File: config.mk
export PLATFORM = sky130hd
export DESIGN_NAME = pipelined_adder_tree
export DESIGN_NICKNAME = d
export VERILOG_FILES = /design/src/rtl/logconv_pkg.sv /design/src/rtl/adder_tree_level.sv /design/src/rtl/pipelined_adder_tree.sv
export SDC_FILE = /design/constraint.sdc
export NUM_CORES = 1
export LEC_CHECK = 0
export ABC_AREA = 1
export BUFFER_PORTS_ARGS = -buffer_cell sky130_fd_sc_hd__buf_2
export CAP_MARGIN = 0
export CORE_MARGIN = 4
export CORE_UTILIZATION = 39
export CTS_BUF_LIST = sky130_fd_sc_hd__clkbuf_8
export CTS_CLUSTER_DIAMETER = 80
export DETAILED_ROUTE_END_ITERATION = 8
export PLACE_DENSITY = 0.63
export SETUP_SLACK_MARGIN = 0.3
export SYNTH_ARGS = -nofsm -noshare
export SYNTH_HDL_FRONTEND = slang
export SYNTH_SLANG_ARGS = --single-unit
File: constraint.sdc
create_clock -name clk -period 3.9 [get_ports clk]
set_input_delay 0.39 -clock clk [delete_from_list [all_inputs] [get_ports clk]]
set_output_delay 0.39 -clock clk [all_outputs]
set_load 0.01 [all_outputs]
File: src/rtl/logconv_pkg.sv
// Shared constants and helpers for the log-domain convolution datapath.
// Every block derives operand and accumulator widths from here so they agree.
package logconv_pkg;

  localparam int W_DEFAULT = 13;

  function automatic int clog2(input int n);
    int r;
    r = 0;
    while ((1 << r) < n) r++;
    return r;
  endfunction

  // Result width: operand + one bit per tree level + accumulator guard bits.
  function automatic int calc_ow(input int w, input int log2n, input int acc_ext);
    return w + log2n + acc_ext;
  endfunction

endpackage

File: src/rtl/adder_tree_level.sv
// One registered level of the adder tree: N operands in, N/2 pairwise sums out,
// with the valid / acc_en / last sideband delayed alongside the data.
module adder_tree_level #(
  parameter int N  = 4,
  parameter int WD = 19
) (
  input  logic                  clk,
  input  logic                  rst,
  input  logic                  valid_i,
  input  logic                  acc_en_i,
  input  logic                  last_i,
  input  logic [N*WD-1:0]       data_i,
  output logic                  valid_o,
  output logic                  acc_en_o,
  output logic                  last_o,
  output logic [(N/2)*WD-1:0]   data_o
);

  localparam int NO = N / 2;

  logic [NO*WD-1:0] data_d, data_q;
  logic             valid_q, acc_en_q, last_q;

  // Operands arrive already sign-extended, so a plain add wraps correctly.
  always_comb begin
    data_d = '0;
    for (int k = 0; k < NO; k++)
      data_d[k*WD +: WD] = data_i[2*k*WD +: WD] + data_i[(2*k+1)*WD +: WD];
  end

  always_ff @(posedge clk) begin
    if (rst) valid_q <= 1'b0;
    else     valid_q <= valid_i;
  end

  // NOTE: payload registers carry no reset; they are only meaningful while
  // valid_q is set, so resetting them would just cost reset fan-out.
  always_ff @(posedge clk) begin
    data_q   <= data_d;
    acc_en_q <= acc_en_i;
    last_q   <= last_i;
  end

  assign valid_o  = valid_q;
  assign acc_en_o = acc_en_q;
  assign last_o   = last_q;
  assign data_o   = data_q;

endmodule

File: src/rtl/pipelined_adder_tree.sv
// Pipelined signed adder tree reducing N_IN operands per beat, followed by an
// optional burst accumulator. One beat per clock, no backpressure.
module pipelined_adder_tree
  import logconv_pkg::*;
#(
  parameter int N_IN    = 4,
  parameter int W       = W_DEFAULT,
  parameter int ACC_EXT = 4
) (
  input  logic                   clk,
  input  logic                   rst,
  input  logic                   in_valid,
  input  logic [N_IN*W-1:0]      in_data,
  input  logic                   acc_en,
  input  logic                   in_last,
  output logic                   out_valid,
  output logic [calc_ow(W, clog2(N_IN), ACC_EXT)-1:0] out_data
);

  localparam int LOG2N = clog2(N_IN);
  localparam int OW    = calc_ow(W, LOG2N, ACC_EXT);
  localparam int TOT   = (2 * N_IN - 1) * OW;

  // All tree levels share one vector; level l starts at this bit offset.
  function automatic int lvl_off(input int l);
    return OW * (2 * N_IN - 2 * (N_IN >> l));
  endfunction

  logic [TOT-1:0] tree_data;
  logic [LOG2N:0] tree_vld, tree_acc, tree_lst;

  assign tree_vld[0] = in_valid;
  assign tree_acc[0] = acc_en;
  assign tree_lst[0] = in_last;

  for (genvar k = 0; k < N_IN; k++) begin : g_sext
    assign tree_data[k*OW +: OW] = {{(OW-W){in_data[k*W+W-1]}}, in_data[k*W +: W]};
  end

  for (genvar l = 0; l < LOG2N; l++) begin : g_lvl
    localparam int NI    = N_IN >> l;
    localparam int OFF_I = lvl_off(l);
    localparam int OFF_O = lvl_off(l + 1);

    adder_tree_level #(.N(NI), .WD(OW)) u_lvl (
      .clk      (clk),
      .rst      (rst),
      .valid_i  (tree_vld[l]),
      .acc_en_i (tree_acc[l]),
      .last_i   (tree_lst[l]),
      .data_i   (tree_data[OFF_I +: NI*OW]),
      .valid_o  (tree_vld[l+1]),
      .acc_en_o (tree_acc[l+1]),
      .last_o   (tree_lst[l+1]),
      .data_o   (tree_data[OFF_O +: (NI/2)*OW])
    );
  end

  logic [OW-1:0] sum, acc_d, acc_q, out_data_q;
  logic          first_q, out_valid_q;

  assign sum   = tree_data[TOT-1 -: OW];
  assign acc_d = first_q ? sum : acc_q + sum;

  // Pass-through beats leave acc/first alone so they may sit inside a burst.
  always_ff @(posedge clk) begin
    if (rst) begin
      out_valid_q <= 1'b0;
      out_data_q  <= '0;
      acc_q       <= '0;
      first_q     <= 1'b1;
    end else begin
      out_valid_q <= 1'b0;
      if (tree_vld[LOG2N]) begin
        if (!tree_acc[LOG2N]) begin
          out_valid_q <= 1'b1;
          out_data_q  <= sum;
        end else if (!tree_lst[LOG2N]) begin
          acc_q   <= acc_d;
          first_q <= 1'b0;
        end else begin
          out_valid_q <= 1'b1;
          out_data_q  <= acc_d;
          acc_q       <= '0;
          first_q     <= 1'b1;
        end
      end
    end
  end

  assign out_valid = out_valid_q;
  assign out_data  = out_data_q;

endmodule

* After elaboration in Yosys (flattened, before gate mapping)
Cells that the tools add are included.
** Cells by class
- Equality and inequality tests :: 1
- Bitwise operators :: 1
- Mux-type cells :: 6
- $add $sub $neg :: 4
- Reduce and logical (&&, ||, !) cells :: 3
** Operators with widths (number)
- 2-to-1 mux 19 bit :: 4
- adder 19 bit :: 2
- adder 13 x 13 -> 14 bit :: 2
- AND reduction 2 bit :: 2
- 2-to-1 mux 1 bit :: 2
- != test 2 bit, second input constant :: 1
- OR reduction 2 bit :: 1
- inverter 1 bit :: 1
** Word-level totals
- Output and inout port bits :: 20
- Bits of input ports :: 57
- Logic and storage cells :: 27
- Flip-flop bits (word level) :: 103

* Longest topological paths before layout
- Word-level depth :: 4
- Depth in mapped cells :: 14
- Gate-level depth less buffers :: 14

* Hierarchy
A second synthesis with hierarchy kept.
** Second synthesis, totals
- Cells, all modules :: 1142
- Area total of the unflattened synthesis :: 7273.2 µm²
** By module, submodules not included
- adder_tree_level at g_lvl[0].u_lvl :: area an instance 2915.3 µm², times used 1, cells an instance 435, sequential area each 820.8 µm²
- pipelined_adder_tree :: area an instance 2862.7 µm², times used 1, cells an instance 487, sequential area each 800.8 µm²
- adder_tree_level at g_lvl[1].u_lvl :: area an instance 1495.2 µm², times used 1, cells an instance 220, sequential area each 440.4 µm²

* Worst setup path before layout
No wires, ideal clock.
- Path kind :: reg2reg
- From :: reg acc_q[0]
- To :: reg acc_q[8]
- Path buffers :: 0
- Period minus slack after synthesis :: 1.930 ns
- Required time :: 3.833 ns
- Data arrival time :: 1.862 ns
- Path slack :: 1.970 ns
- Stages on the path, launching flop included :: 12
- Library setup time :: 0.067 ns
- Cell sequence :: dfxtp_1 > ha_1 > fa_1 > nand2_2 > nor2_2 > nor2_1 > o21ai_2 > xnor2_1 > nand2_1 > o21ai_1 > or2_1 > a21oi_2
** Between the ends
- Word-level cells in the longest chain between the ends :: 3
** Ends and longest elaborated chain
- start: declaration :: RTL line pipelined_adder_tree.sv:59 : logic [OW-1:0] sum, acc_d, acc_q, out_data_q;
- start signal: assignment :: RTL line pipelined_adder_tree.sv:70 : acc_q <= '0;
- start signal: assignment :: RTL line pipelined_adder_tree.sv:79 : acc_q <= acc_d;
- start signal: assignment :: RTL line pipelined_adder_tree.sv:84 : acc_q <= '0;
- adder 19 bit :: RTL line pipelined_adder_tree.sv:63 : assign acc_d = first_q ? sum : acc_q + sum;
- 2-to-1 mux 19 bit :: RTL line pipelined_adder_tree.sv:63
- 2-to-1 mux 19 bit :: RTL line pipelined_adder_tree.sv:78 : end else if (!tree_lst[LOG2N]) begin
No other way between the ends.
A chain may end at the register's enable or synchronous reset.

* Final worst setup path
- From :: reg acc_q[0]
- To :: reg out_data_q[14], in the netlist out_data[14]
** Between the ends
- Word-level cells in the longest chain between the ends :: 4
** Ends and longest elaborated chain
- adder 19 bit :: RTL line pipelined_adder_tree.sv:63
- 2-to-1 mux 19 bit :: RTL line pipelined_adder_tree.sv:63
- 2-to-1 mux 19 bit :: RTL line pipelined_adder_tree.sv:78
- 2-to-1 mux 19 bit :: RTL line pipelined_adder_tree.sv:75 : if (!tree_acc[LOG2N]) begin
- end signal: assignment :: RTL line pipelined_adder_tree.sv:77 : out_data_q <= sum;
- end: declaration :: RTL line pipelined_adder_tree.sv:59
No other way between the ends. The select of a mux whose other input is x is not followed.

==> reports/qor.csv <==
stage,metric,value,unit
cells_and_area,Total Nets Final,983,
power,leak pwr,3.13,nW
yosys,post-synthesis register bit count,93,
route,Initial DRT Pass Iterations,6,
critical_path,WP data required,4.13,ns
timing,"Slew Viols, Final",0,
timing,"Min Clock Period, post-route",2.20,ns
cells_and_area,P&R area growth vs syn,14.1,%
critical_path,startpoint type of the worst setup path,flop,
route,WL/cell,12.4,um
timing,Hold Worst Slack,0.114,ns
place,placer congestion estimate,0.860,
route,total wire length,13000,um
grt,vias in the first global route,5024,
critical_path,CP endpoint kind,flop,
floorplan,io pins,77,
floorplan,Die ar.,0.0163,mm^2
route,Initial DRC Count,199,
route,Vias,5178,
outcome,run status,"complete, no violations",
floorplan,core area,0.0140,mm^2
timing,Clock Skews,0.0110,ns
clocking,CTS buffer count,9,
yosys,Synth Area in XOR/XNOR,5.48,%
critical_path,worst-path fanout max,4,
floorplan,Die Height,128,um
yosys,"Top FF cell, synth",dfxtp_1,
critical_path,Critical Path Stages,12,
critical_path,Worst R2R Setup Slack,1.70,ns
grt,initial antenna violation count,0,
critical_path,Crit-path slowest cell,fa_1,
yosys,post-synthesis sequential area ratio,33.3,%
floorplan,FP Rows,43,
yosys,Synth Instances,792,
grt,first-pass GRT wire length,22600,um
floorplan,Die Wd,128,um
power,Worst VDD drop,0.000218,V
clocking,Worst-path clk slew,0.09,ns
timing,Worst-Margin Slew,0.774,ns
clocking,CTS tree,yes,
critical_path,r2r endpoint,out_data[14]$_SDFFE_PP0P_,
yosys,Adder-Cell Fraction of Synth Area,14.4,%
place,input/output buffers,76,
grt,GRT Total Usage,16.6,%
yosys,post-synthesis cell type count,33,
power,PwrDens,510,mW/mm^2
yosys,post-synthesis compound-gate area fraction,14.1,%
place,"worst slack, placed",1.70,ns
timing,Fmax,454,MHz
yosys,largest family of logic cells by synthesized area,simple AND/OR/NAND/NOR gates,
critical_path,crit-path cells,ha_1 > fa_1 > nand2_2 > nor2_2 > nor2_1 > o21ai_1 > nand2_1 > nand3b_1 > nand3_1 > nand3_1 > nand2_1 > a21oi_1,
critical_path,crit-path max cell delay,0.44,ns
critical_path,family with the most delay on the worst path,simple AND/OR/NAND/NOR gates,
grt,Congestion Overflow GR,0,
clocking,CTS Hold Bufs,0,
yosys,synth warn,0,
yosys,Post-synth EDFFs,0,
route,Vias/cell,4.94,
critical_path,Critical Path Start,acc_q[0]$_SDFFE_PP0P_,
power,Pwr Total,3.25,mW
route,Residual DRC,0,
grt,largest net degree at the start of global routing,38,
clocking,deepest clock path buffer count,2,
min_path,HP Class,input port to flop,
timing,final worst slack,1.70,ns
clocking,CTS sink cnt,93,
floorplan,Initial Util,40.0,%
critical_path,Worst R2R Start,acc_q[0]$_SDFFE_PP0P_,
yosys,mapped cell area,0.00559,mm^2
clocking,clock latency on the worst-skew pair,0.37,ns
clocking,CTS resizes,0,
clocking,htree depth,3,
timing,Final period util,56.5,%
yosys,"Avg Cell Area, Syn",7.06,um^2
timing,TNS Setup,0,ns
timing,final hold vios,0,
timing,final setup violation count,0,
timing,slew margin rel.,48.3,%
yosys,syn nets,911,
clocking,CTS root buf,clkbuf_8,
critical_path,WS Path Type,flop to flop,
critical_path,Critical Path End,out_data[14]$_SDFFE_PP0P_,
critical_path,arrival time worst endpoint,2.43,ns
cells_and_area,layout cells sized above 1,12.3,%
place,Final HPWL DP,10200,um
run,Max-Cap Viols,0,
yosys,Simple-Gate Fraction of Synth Area,27.1,%
critical_path,R2R cell count,12,
critical_path,CP Buf/Inv Count,0,
route,Antenna Nets Post-Route,0,
clocking,"Setup Fix Bufs, Post-CTS",0,
yosys,mux contribution to synthesized area,0,%
cells_and_area,Filler cells,1512,
cells_and_area,n_diodes,0,
yosys,share of flip-flops with an asynchronous set or reset,0,%
timing,RSZ-0062 raised after global routing,false,
## state kept, by name (all words and copies together), names as in the netlist
register              cells
g_lvl.u_lvl.acc_en_o      2
g_lvl.u_lvl.last_o        2
out_data                 19
out_valid                 1
g_lvl.u_lvl.valid_o       2
g_lvl.u_lvl.data_o       47
first_q                   1
acc_q                    19
## through the flow
| step | cells | area [um^2] | util (%) |
|---|---|---|---|
| finish | 1048 | 6380 | 45.6 |
| global route | 1048 | 6380 | 45.6 |
| CTS | 1048 | 6380 | 45.6 |
| detailed placement | 1033 | 6140 | 43.9 |
| global placement | 1033 | 6140 | 43.9 |
| floorplan | 792 | 5590 | - |
## per-layer routing
metal  wire, um  track usage, %  share of wire [%]
met2       6300            29.0                 48
met3        594            2.54                4.6
met1       5910            21.1                 45
met5          0               0                  0
met4        187            5.24                1.4
## layout make-up
type                    instances  area [um^2]  area share, %
clock inverters                 6          119           1.86
repair buffers                 77          388           6.08
flip-flops and latches         93         1860           29.2
clock buffers                   9          124           1.94
inverters                      66          248           3.88
well taps                     180          225           3.53
multi-input cells             617         3420           53.5
## worst min-delay path by stage
stage | startpoint | cells past startpoint | endpoint
final | acc_en | 1 | g_lvl[0].u_lvl.acc_en_o$_DFF_P_
after global routing | in_last | 1 | g_lvl[0].u_lvl.last_o$_DFF_P_
after CTS | acc_en | 1 | g_lvl[0].u_lvl.acc_en_o$_DFF_P_
after detailed placement | g_lvl[0].u_lvl.last_o$_DFF_P_ | 0 | g_lvl[1].u_lvl.last_o$_DFF_P_
after global placement | g_lvl[0].u_lvl.last_o$_DFF_P_ | 0 | g_lvl[1].u_lvl.last_o$_DFF_P_
after floorplan | g_lvl[0].u_lvl.acc_en_o$_DFF_P_ | 0 | g_lvl[1].u_lvl.acc_en_o$_DFF_P_
## power breakdown
part / internal, mW / switching [mW]
combinational: 0.472 / 0.727
clock: 0.430 / 0.355
sequential: 1.13 / 0.140
total: 2.03 / 1.22
## logic make-up (layout without fill, tap and decap cells)
| family | Yosys count | in the layout |
|---|---|---|
| and+or+nand+nor | 371 | 371 |
| AOI/OAI and AO/OA | 149 | 149 |
| DFF | 93 | 93 |
| buffers and inverters | 82 | 158 |
| adders and majority gates | 62 | 62 |
| xor gates and xnor gates | 35 | 35 |
## cell usage in the layout (no fill, tap or decap), drive strengths merged
cell type,netlist,final
a21boi,1,1
buf,5,77
a21oi,92,92
o211ai,2,2
ha,58,58
clkbuf,11,9
inv,66,68
o2111ai,4,4
fa,4,4
xor2,22,22
or2,6,6
a21o,2,2
and2,1,1
o21ai,40,40
clkinv,0,1
nand2,238,238
bufinv,0,3
nand3b,4,4
nor2,66,66
nor3,4,4
a31oi,5,5
nand4,3,3
dfxtp,93,93
nand3,49,49
xnor2,13,13
o22ai,3,3
## synth_stat cells (all sizes together) (5+ instances only)
master | number | area, um^2
a31oi | 5 | 31.3
inv | 66 | 248
dfxtp | 93 | 1860
xnor2 | 13 | 114
ha | 58 | 726
nand3 | 49 | 245
a21oi | 92 | 464
nor2 | 66 | 258
nand2 | 238 | 898
o21ai | 40 | 204
clkbuf | 11 | 41.3
or2 | 6 | 37.5
buf | 5 | 23.8
xor2 | 22 | 193
Note: power is estimated with default switching activity, not from simulation.
